`src/rtl/adma_desc_pusher.sv`:
```
// Programs one DMA channel's descriptor registers over AXI4, pushes the
// descriptor, then reads back the assigned transfer id.
module adma_desc_pusher #(
    parameter logic [31:0] DMA_BASE_ADDR  = 32'h8000_0000,
    parameter int          DMA_CHN_NUM    = 4,
    parameter int          DMA_LENGTH_W   = 16,
    parameter int          DMA_DESC_DEPTH = 4,
    parameter int          M_DATA_W       = 32,
    parameter int          M_ADDR_W       = 32,
    parameter int          MST_ID_W       = 5,
    parameter int          PUSH_ID        = 0
) (
    input  logic                              aclk,
    input  logic                              areset,
    input  logic                              cmd_vld_i,
    output logic                              cmd_rdy_o,
    input  logic [$clog2(DMA_CHN_NUM)-1:0]    cmd_chn_i,
    input  logic [31:0]                       cmd_src_addr_i,
    input  logic [31:0]                       cmd_dst_addr_i,
    input  logic [DMA_LENGTH_W-1:0]           cmd_xlen_i,
    input  logic [DMA_LENGTH_W-1:0]           cmd_ylen_i,
    input  logic [DMA_LENGTH_W-1:0]           cmd_src_strd_i,
    input  logic [DMA_LENGTH_W-1:0]           cmd_dst_strd_i,
    output logic                              rsp_vld_o,
    input  logic                              rsp_rdy_i,
    output logic                              rsp_err_o,
    output logic [$clog2(DMA_DESC_DEPTH)-1:0] rsp_xfer_id_o,
    output logic [MST_ID_W-1:0]               m_awid_o,
    output logic [M_ADDR_W-1:0]               m_awaddr_o,
    output logic [7:0]                        m_awlen_o,
    output logic                              m_awvalid_o,
    input  logic                              m_awready_i,
    output logic [M_DATA_W-1:0]               m_wdata_o,
    output logic                              m_wlast_o,
    output logic                              m_wvalid_o,
    input  logic                              m_wready_i,
    input  logic [MST_ID_W-1:0]               m_bid_i,
    input  logic [1:0]                        m_bresp_i,
    input  logic                              m_bvalid_i,
    output logic                              m_bready_o,
    output logic [MST_ID_W-1:0]               m_arid_o,
    output logic [M_ADDR_W-1:0]               m_araddr_o,
    output logic [7:0]                        m_arlen_o,
    output logic                              m_arvalid_o,
    input  logic                              m_arready_i,
    input  logic [MST_ID_W-1:0]               m_rid_i,
    input  logic [M_DATA_W-1:0]               m_rdata_i,
    input  logic [1:0]                        m_rresp_i,
    input  logic                              m_rlast_i,
    input  logic                              m_rvalid_i,
    output logic                              m_rready_o
);

    localparam int CHN_W = $clog2(DMA_CHN_NUM);
    localparam int ID_W  = $clog2(DMA_DESC_DEPTH);

    typedef enum logic [2:0] {
        S_IDLE, S_WR, S_WB, S_PUSH_WR, S_RD_AR, S_RD_R, S_RSP
    } state_e;

    state_e                  state_q, state_d;
    logic [2:0]              step_q, step_d;
    logic [CHN_W-1:0]        chn_q, chn_d;
    logic [31:0]             src_q, src_d, dst_q, dst_d;
    logic [DMA_LENGTH_W-1:0] xlen_q, xlen_d, ylen_q, ylen_d;
    logic [DMA_LENGTH_W-1:0] sstr_q, sstr_d, dstr_q, dstr_d;
    logic                    aw_done_q, aw_done_d, w_done_q, w_done_d;
    logic                    err_q, err_d;
    logic [ID_W-1:0]         xid_q, xid_d;

    logic                    wr_st, aw_hs, w_hs;
    logic [M_ADDR_W-1:0]     chn_off;

    logic unused_w;
    assign unused_w = ^{m_bid_i, m_rid_i, m_rlast_i, m_rdata_i[M_DATA_W-1:ID_W]};

    always_ff @(posedge aclk) begin
        if (areset) begin
            state_q   <= S_IDLE;
            step_q    <= '0;
            chn_q     <= '0;
            src_q     <= '0;
            dst_q     <= '0;
            xlen_q    <= '0;
            ylen_q    <= '0;
            sstr_q    <= '0;
            dstr_q    <= '0;
            aw_done_q <= 1'b0;
            w_done_q  <= 1'b0;
            err_q     <= 1'b0;
            xid_q     <= '0;
        end else begin
            state_q   <= state_d;
            step_q    <= step_d;
            chn_q     <= chn_d;
            src_q     <= src_d;
            dst_q     <= dst_d;
            xlen_q    <= xlen_d;
            ylen_q    <= ylen_d;
            sstr_q    <= sstr_d;
            dstr_q    <= dstr_d;
            aw_done_q <= aw_done_d;
            w_done_q  <= w_done_d;
            err_q     <= err_d;
            xid_q     <= xid_d;
        end
    end

    assign wr_st = (state_q == S_WR) || (state_q == S_PUSH_WR);
    assign aw_hs = m_awvalid_o && m_awready_i;
    assign w_hs  = m_wvalid_o && m_wready_i;

    always_comb begin
        state_d   = state_q;
        step_d    = step_q;
        chn_d     = chn_q;
        src_d     = src_q;
        dst_d     = dst_q;
        xlen_d    = xlen_q;
        ylen_d    = ylen_q;
        sstr_d    = sstr_q;
        dstr_d    = dstr_q;
        aw_done_d = aw_done_q;
        w_done_d  = w_done_q;
        err_d     = err_q;
        xid_d     = xid_q;
        unique case (state_q)
            S_IDLE: begin
                if (cmd_vld_i) begin
                    chn_d     = cmd_chn_i;
                    src_d     = cmd_src_addr_i;
                    dst_d     = cmd_dst_addr_i;
                    xlen_d    = cmd_xlen_i;
                    ylen_d    = cmd_ylen_i;
                    sstr_d    = cmd_src_strd_i;
                    dstr_d    = cmd_dst_strd_i;
                    step_d    = 3'd0;
                    err_d     = 1'b0;
                    xid_d     = '0;
                    aw_done_d = 1'b0;
                    w_done_d  = 1'b0;
                    state_d   = S_WR;
                end
            end
            S_WR, S_PUSH_WR: begin
                aw_done_d = aw_done_q || aw_hs;
                w_done_d  = w_done_q || w_hs;
                if (aw_done_d && w_done_d) state_d = S_WB;
            end
            S_WB: begin
                if (m_bvalid_i) begin
                    aw_done_d = 1'b0;
                    w_done_d  = 1'b0;
                    if (m_bresp_i != 2'b00) begin
                        err_d   = 1'b1;
                        xid_d   = '0;
                        state_d = S_RSP;
                    end else if (step_q == 3'd6) begin
                        step_d  = 3'd7;
                        state_d = S_RD_AR;
                    end else begin
                        step_d  = step_q + 3'd1;
                        state_d = (step_q == 3'd5) ? S_PUSH_WR : S_WR;
                    end
                end
            end
            S_RD_AR: begin
                if (m_arready_i) state_d = S_RD_R;
            end
            S_RD_R: begin
                if (m_rvalid_i) begin
                    if (m_rresp_i != 2'b00) begin
                        err_d = 1'b1;
                        xid_d = '0;
                    end else begin
                        xid_d = m_rdata_i[ID_W-1:0];
                    end
                    state_d = S_RSP;
                end
            end
            S_RSP: begin
                if (rsp_rdy_i) state_d = S_IDLE;
            end
            default: state_d = S_IDLE;
        endcase
    end

    // Each channel owns a 16-word window inside every CSR bank.
    assign chn_off = M_ADDR_W'(chn_q) << 6;

    always_comb begin
        cmd_rdy_o     = (state_q == S_IDLE);
        rsp_vld_o     = (state_q == S_RSP);
        rsp_err_o     = err_q;
        rsp_xfer_id_o = xid_q;
        m_awid_o      = MST_ID_W'(PUSH_ID);
        m_arid_o      = MST_ID_W'(PUSH_ID);
        m_awlen_o     = 8'd0;
        m_arlen_o     = 8'd0;
        m_wlast_o     = 1'b1;
        m_awvalid_o   = wr_st && !aw_done_q;
        m_wvalid_o    = wr_st && !w_done_q;
        m_bready_o    = (state_q == S_WB);
        m_arvalid_o   = (state_q == S_RD_AR);
        m_rready_o    = (state_q == S_RD_R);
        m_araddr_o    = M_ADDR_W'(DMA_BASE_ADDR) + M_ADDR_W'(32'h2004) + chn_off;
        if (step_q == 3'd6)
            m_awaddr_o = M_ADDR_W'(DMA_BASE_ADDR) + M_ADDR_W'(32'h1000) + chn_off;
        else
            m_awaddr_o = M_ADDR_W'(DMA_BASE_ADDR) + chn_off
                       + ((M_ADDR_W'(step_q) + M_ADDR_W'(9)) << 2);
        case (step_q)
            3'd0:    m_wdata_o = M_DATA_W'(src_q);
            3'd1:    m_wdata_o = M_DATA_W'(dst_q);
            3'd2:    m_wdata_o = M_DATA_W'(xlen_q);
            3'd3:    m_wdata_o = M_DATA_W'(ylen_q);
            3'd4:    m_wdata_o = M_DATA_W'(sstr_q);
            3'd5:    m_wdata_o = M_DATA_W'(dstr_q);
            3'd6:    m_wdata_o = M_DATA_W'(1);
            default: m_wdata_o = '0;
        endcase
    end

endmodule

```
`config.mk`:
```
export PLATFORM = sky130hd
export DESIGN_NAME = adma_desc_pusher
export DESIGN_NICKNAME = d
export VERILOG_FILES = /design/src/rtl/adma_desc_pusher.sv
export SDC_FILE = /design/constraint.sdc
export NUM_CORES = 1
export LEC_CHECK = 0
export CORE_ASPECT_RATIO = 0.9
export CORE_MARGIN = 3
export CORE_UTILIZATION = 25
export CTS_CLUSTER_SIZE = 30
export DETAILED_ROUTE_END_ITERATION = 16
export PLACE_DENSITY = 0.54
export SYNTH_ARGS = -nofsm -noshare
export SYNTH_HDL_FRONTEND = slang
export SYNTH_SLANG_ARGS = --single-unit
```
`constraint.sdc`:
```
create_clock -name aclk -period 1.8 [get_ports aclk]
set_input_delay 0.18 -clock aclk [delete_from_list [all_inputs] [get_ports aclk]]
set_output_delay 0.18 -clock aclk [all_outputs]
set_load 0.01 [all_outputs]
```
==> out/summary.md <==
The cell area after placement was 9010 sq um. In this run the critical register-to-register path is launched from step_q[0]$_SDFFE_PP0P_. The first global-routing pass estimated 36.3 mm of wire. The count of clock tree sinks is 141, and the global-route usage over all layers is 16.3%.

The routed design has 24.3 mm of wire. For this design the static power due to leakage is 4.11 nW. The area growth from synthesis to layout was 50.2%; the sum of buffers and inverters on the critical path was 3. Dividing the detail-routed via count by the number of cells gives 4.48. After clock tree synthesis, the clock-pin slew on the worst setup and hold paths is 0.06 ns. The tools report the number of DRC markers after the initial detailed-route iteration as 467. The final reports fail on setup timing.

By area the synthesized netlist is led by sky130_fd_sc_hd__dfxtp_1 42%, sky130_fd_sc_hd__nand2_1 16%, sky130_fd_sc_hd__a21oi_1 10%, sky130_fd_sc_hd__buf_4 10%, sky130_fd_sc_hd__mux2_2 4.2%. Setup repair after global routing could not meet its margin everywhere. In this run the deepest clock path goes through 2 buffers. Based on the critical path, the design can be clocked at up to 431 MHz.

The synthesized design contains 141 register bits. Clock latency on the worst-skew pair, taken at its later pin, is 0.42 ns. The finished cells cover 10,100 sq um. The final total negative setup slack came out at -12.09 ns. For this design the top-level I/O count stands at 319. Maximum vdd drop: 0.639 mV.

For the max-slew violation total from the final report, the log shows 0. STA puts the critical path data required time at 1.62 ns. Summed over all nets, the half-perimeter wirelength after detailed placement is 17.4 mm. The power density over the cells is 1140 nW/um^2. After synthesis, the largest area contributor takes up 42.1% of total cell area. The tools report the effective utilization at floorplan as 25.5%. The delay contributed by the slowest stage of the critical path was 0.47 ns. After detailed placement, the design holds a cell count of 1,389.

Broken down by cell family, the worst path's largest delay share belongs to compound AO/OA/AOI/OAI gates. Each instance of the synthesized netlist takes up on average 7.78 sq um. The number of global-route vias before repair was 6,336; the post-detailed-route DRC marker count was 0.

In the synthesized netlist, the cells that appear most often are 287 x sky130_fd_sc_hd__nand2_1, 141 x sky130_fd_sc_hd__dfxtp_1, 140 x sky130_fd_sc_hd__a21oi_1. The non-filler instance count after layout is 1,448, and the share of synthesized registers carrying an async set or reset is 0%. The logs give 0 for the synthesis warning total and 0 for the post-route antenna net violation count. The min-delay analysis places its worst path in the category in2reg. The floorplan step set the die height to 161 um. The final hold violation count came out at 0.

The worst setup path is captured at a primary output. The relative slew slack came out at 64.6%. The final layout net count is 1,281. Buffers placed on the I/O ports in this run total 196. The number of rows created at floorplan came out at 56. TritonCTS built the clock tree.

Total of max-cap violations: 0. Leading cell type by number of instances after synthesis: sky130_fd_sc_hd__nand2_1. The run gives 863 as the count of mapped cells out of synthesis. Counting I/O delays and the setup requirement, the final critical path takes 2.32 ns. The placeable core region is 26,300 sq um, and the maximum net fanout on the critical path is 3. The final weighted congestion in routability-driven placement is 0.863. The mapped netlist covers 6710 sq um. Entering global routing, the biggest net connects 79 pins.

The proportion of synthesized chip area in sequential cells was 42.1%; the post-route clock skew was 0.00667 ns. Area enclosed by the die boundary: 28,900 sq um. Counting flops with a built-in enable in the synthesized netlist gives 0. Type of the worst setup path: reg2out.

The share of cells above drive strength 1 was 19.9%; the count of vias placed by the detailed router was 6,492. The flow ran to the end, but the final reports show violations. In this run the critical register-to-register path is captured at state_q[2]$_SDFFE_PP0P_.

Clock root buffer: sky130_fd_sc_hd__clkbuf_16. The critical path crosses 7 cells after its start point. The timing endpoint of the critical path was m_wdata_o[0]. The prevailing post-synth register cell is sky130_fd_sc_hd__dfxtp_1. The number of antenna violations at the first check in global routing was 2; the setup slack after layout was -0.520 ns. On the critical path, the stage with the largest delay is an instance of sky130_fd_sc_hd__a222oi_1. The first detailed-routing pass ran for 5 iterations. The logs give 2.14 ns for the critical path arrival and 39 for the count of endpoints failing setup in the final report. The synthesized netlist contains 45 unique library cells.

The final clock period utilization by the worst path is 129%. Element type at the critical path start: a register. Depth of the most critical reg-to-reg path: 9. The synthesized design spends more area on one cell type than any other, namely sky130_fd_sc_hd__dfxtp_1. In this run, CTS created clock tree buffers numbering 17. Worst slack after detailed placement: -0.682 ns.

The tools report the launching element of the worst setup path as step_q[0]$_SDFFE_PP0P_. The worst-case register-to-register setup slack came out at 0.10 ns. The die outline width was 179 um; the routed length per placed instance was 16.8 um.

At the pin with the least slew margin, the transition time is 0.531 ns. The H-tree was split into 4 levels. The critical path goes through buf_6, buf_4, ha_4, nor2b_4, a222oi_1, o211ai_1, buf_2. The total overflow reported by the global router is 0.
## layout by cell type (no fill, tap or decap), drive strengths merged, types with 2 or more instances in the layout
cell type      netlist  layout
o22a                 2       2
mux2                25      25
dfxtp              141     141
nand3                4       4
inv                  8      11
nor2                11      11
bufinv               0       3
buf                102     101
clkbuf              41      28
or3b                 3       3
nand3b               3       3
a22oi                6       6
nor2b                5       5
o21ai               12      12
nand2              287     287
a32oi                3       3
a222oi              10      10
nand2b               2       2
clkdlybuf4s50        0     148
clkdlybuf4s15        0       2
and2                 3       3
ha                   8       8
clkinv               0       2
diode                0       2
a22o                16      16
conb                 2      81
nand4                3       3
a21oi              141     141
dlygate4sd2          0       7
a221oi               7       7
nor3                 3       3
clkinvlp             0       4
## final cells by class
class | count | area, sq um
flip-flops and latches | 141 | 2840
diodes | 2 | 5.00
clock inverters | 12 | 164
repair buffers | 269 | 2620
inverters | 8 | 35.0
clock buffers | 18 | 429
well taps | 348 | 435
multi-input cells | 650 | 3560
fillers | 2715 | 16200
## metal layers
| layer | vias to the layer above | track usage, % | wire (um) |
|---|---|---|---|
| li1 | 3182 | - | - |
| met1 | 3094 | 22.9 | 11400 |
| met2 | 201 | 24.8 | 11200 |
| met3 | 15 | 4.37 | 1330 |
| met4 | 0 | 3.90 | 307 |
| met5 | - | 0 | 0 |
## worst reg2reg max path, cell delays in order (launching register included)
cell and delay, ns:
sky130_fd_sc_hd__dfxtp_2 0.32, sky130_fd_sc_hd__inv_1 0.11, sky130_fd_sc_hd__ha_4 0.15, sky130_fd_sc_hd__buf_6 0.11, sky130_fd_sc_hd__buf_4 0.11, sky130_fd_sc_hd__nand2_4 0.05, sky130_fd_sc_hd__buf_4 0.13, sky130_fd_sc_hd__buf_4 0.13
sky130_fd_sc_hd__a2111oi_1 0.32, sky130_fd_sc_hd__mux2_2 0.21
## sequential cells by signal, indices dropped and copies added (netlist names)
signal         count
step_q             3
w_done_q           1
rsp_xfer_id_o      2
dst_q             32
state_q            3
sstr_q            16
ylen_q            16
rsp_err_o          1
aw_done_q          1
xlen_q            16
dstr_q            16
src_q             32
chn_q              2
## metrics by stage
| step | util [%] | total power [W] | hold WS (ns) |
|---|---|---|---|
| after detailed placement | 34.3 | 0.00798 | 0.445 |
| after global placement | 34.3 | 0.00797 | 0.438 |
| after floorplan | - | 0.00640 | 0.316 |
| after CTS | 38.0 | 0.0116 | 0.114 |
| after global routing | 38.4 | 0.0122 | 0.124 |
| final | 38.4 | 0.0115 | 0.143 |
## how the worst min path moves through the flow
stage,from,cells after the start,endpoint,slack (ns)
after floorplan,cmd_dst_strd_i[10],2,dstr_q[10]$_SDFFE_PP0P_,0.32
after global placement,sstr_q[10]$_SDFFE_PP0P_,2,sstr_q[10]$_SDFFE_PP0P_,0.44
after detailed placement,sstr_q[9]$_SDFFE_PP0P_,2,sstr_q[9]$_SDFFE_PP0P_,0.44
after CTS,areset,2,step_q[1]$_SDFFE_PP0P_,0.11
after global routing,areset,2,step_q[1]$_SDFFE_PP0P_,0.12
final,areset,2,step_q[1]$_SDFFE_PP0P_,0.14
## logic make-up after synthesis
family,count (synthesis),synth area share (%)
AOI/OAI and AO/OA,208,18.7
and+or+nand+nor,327,19.6
other,2,0.112
DFF,141,42.1
buffers and inverters,151,13.8
adders and majority gates,8,1.49
muxes,26,4.34
## report_power, final
group | leakage [nW] | switching, W | internal [W]
clock | 0.276 | 0.00141 | 0.00218
sequential | 1.16 | 0.000448 | 0.00374
combinational | 2.67 | 0.00207 | 0.00161
## what timing repair did
| item | in CTS | in global routing |
|---|---|---|
| resized for setup | 200 | 54 |
| setup buffers | 21 | 7 |
| cloned | 1 | 0 |
| hold buffers | 0 | 0 |
| pin swaps | 32 | 16 |
| setup endpoints to repair | 48 | 41 |
No activity file was read; power rests on OpenSTA's default activity.
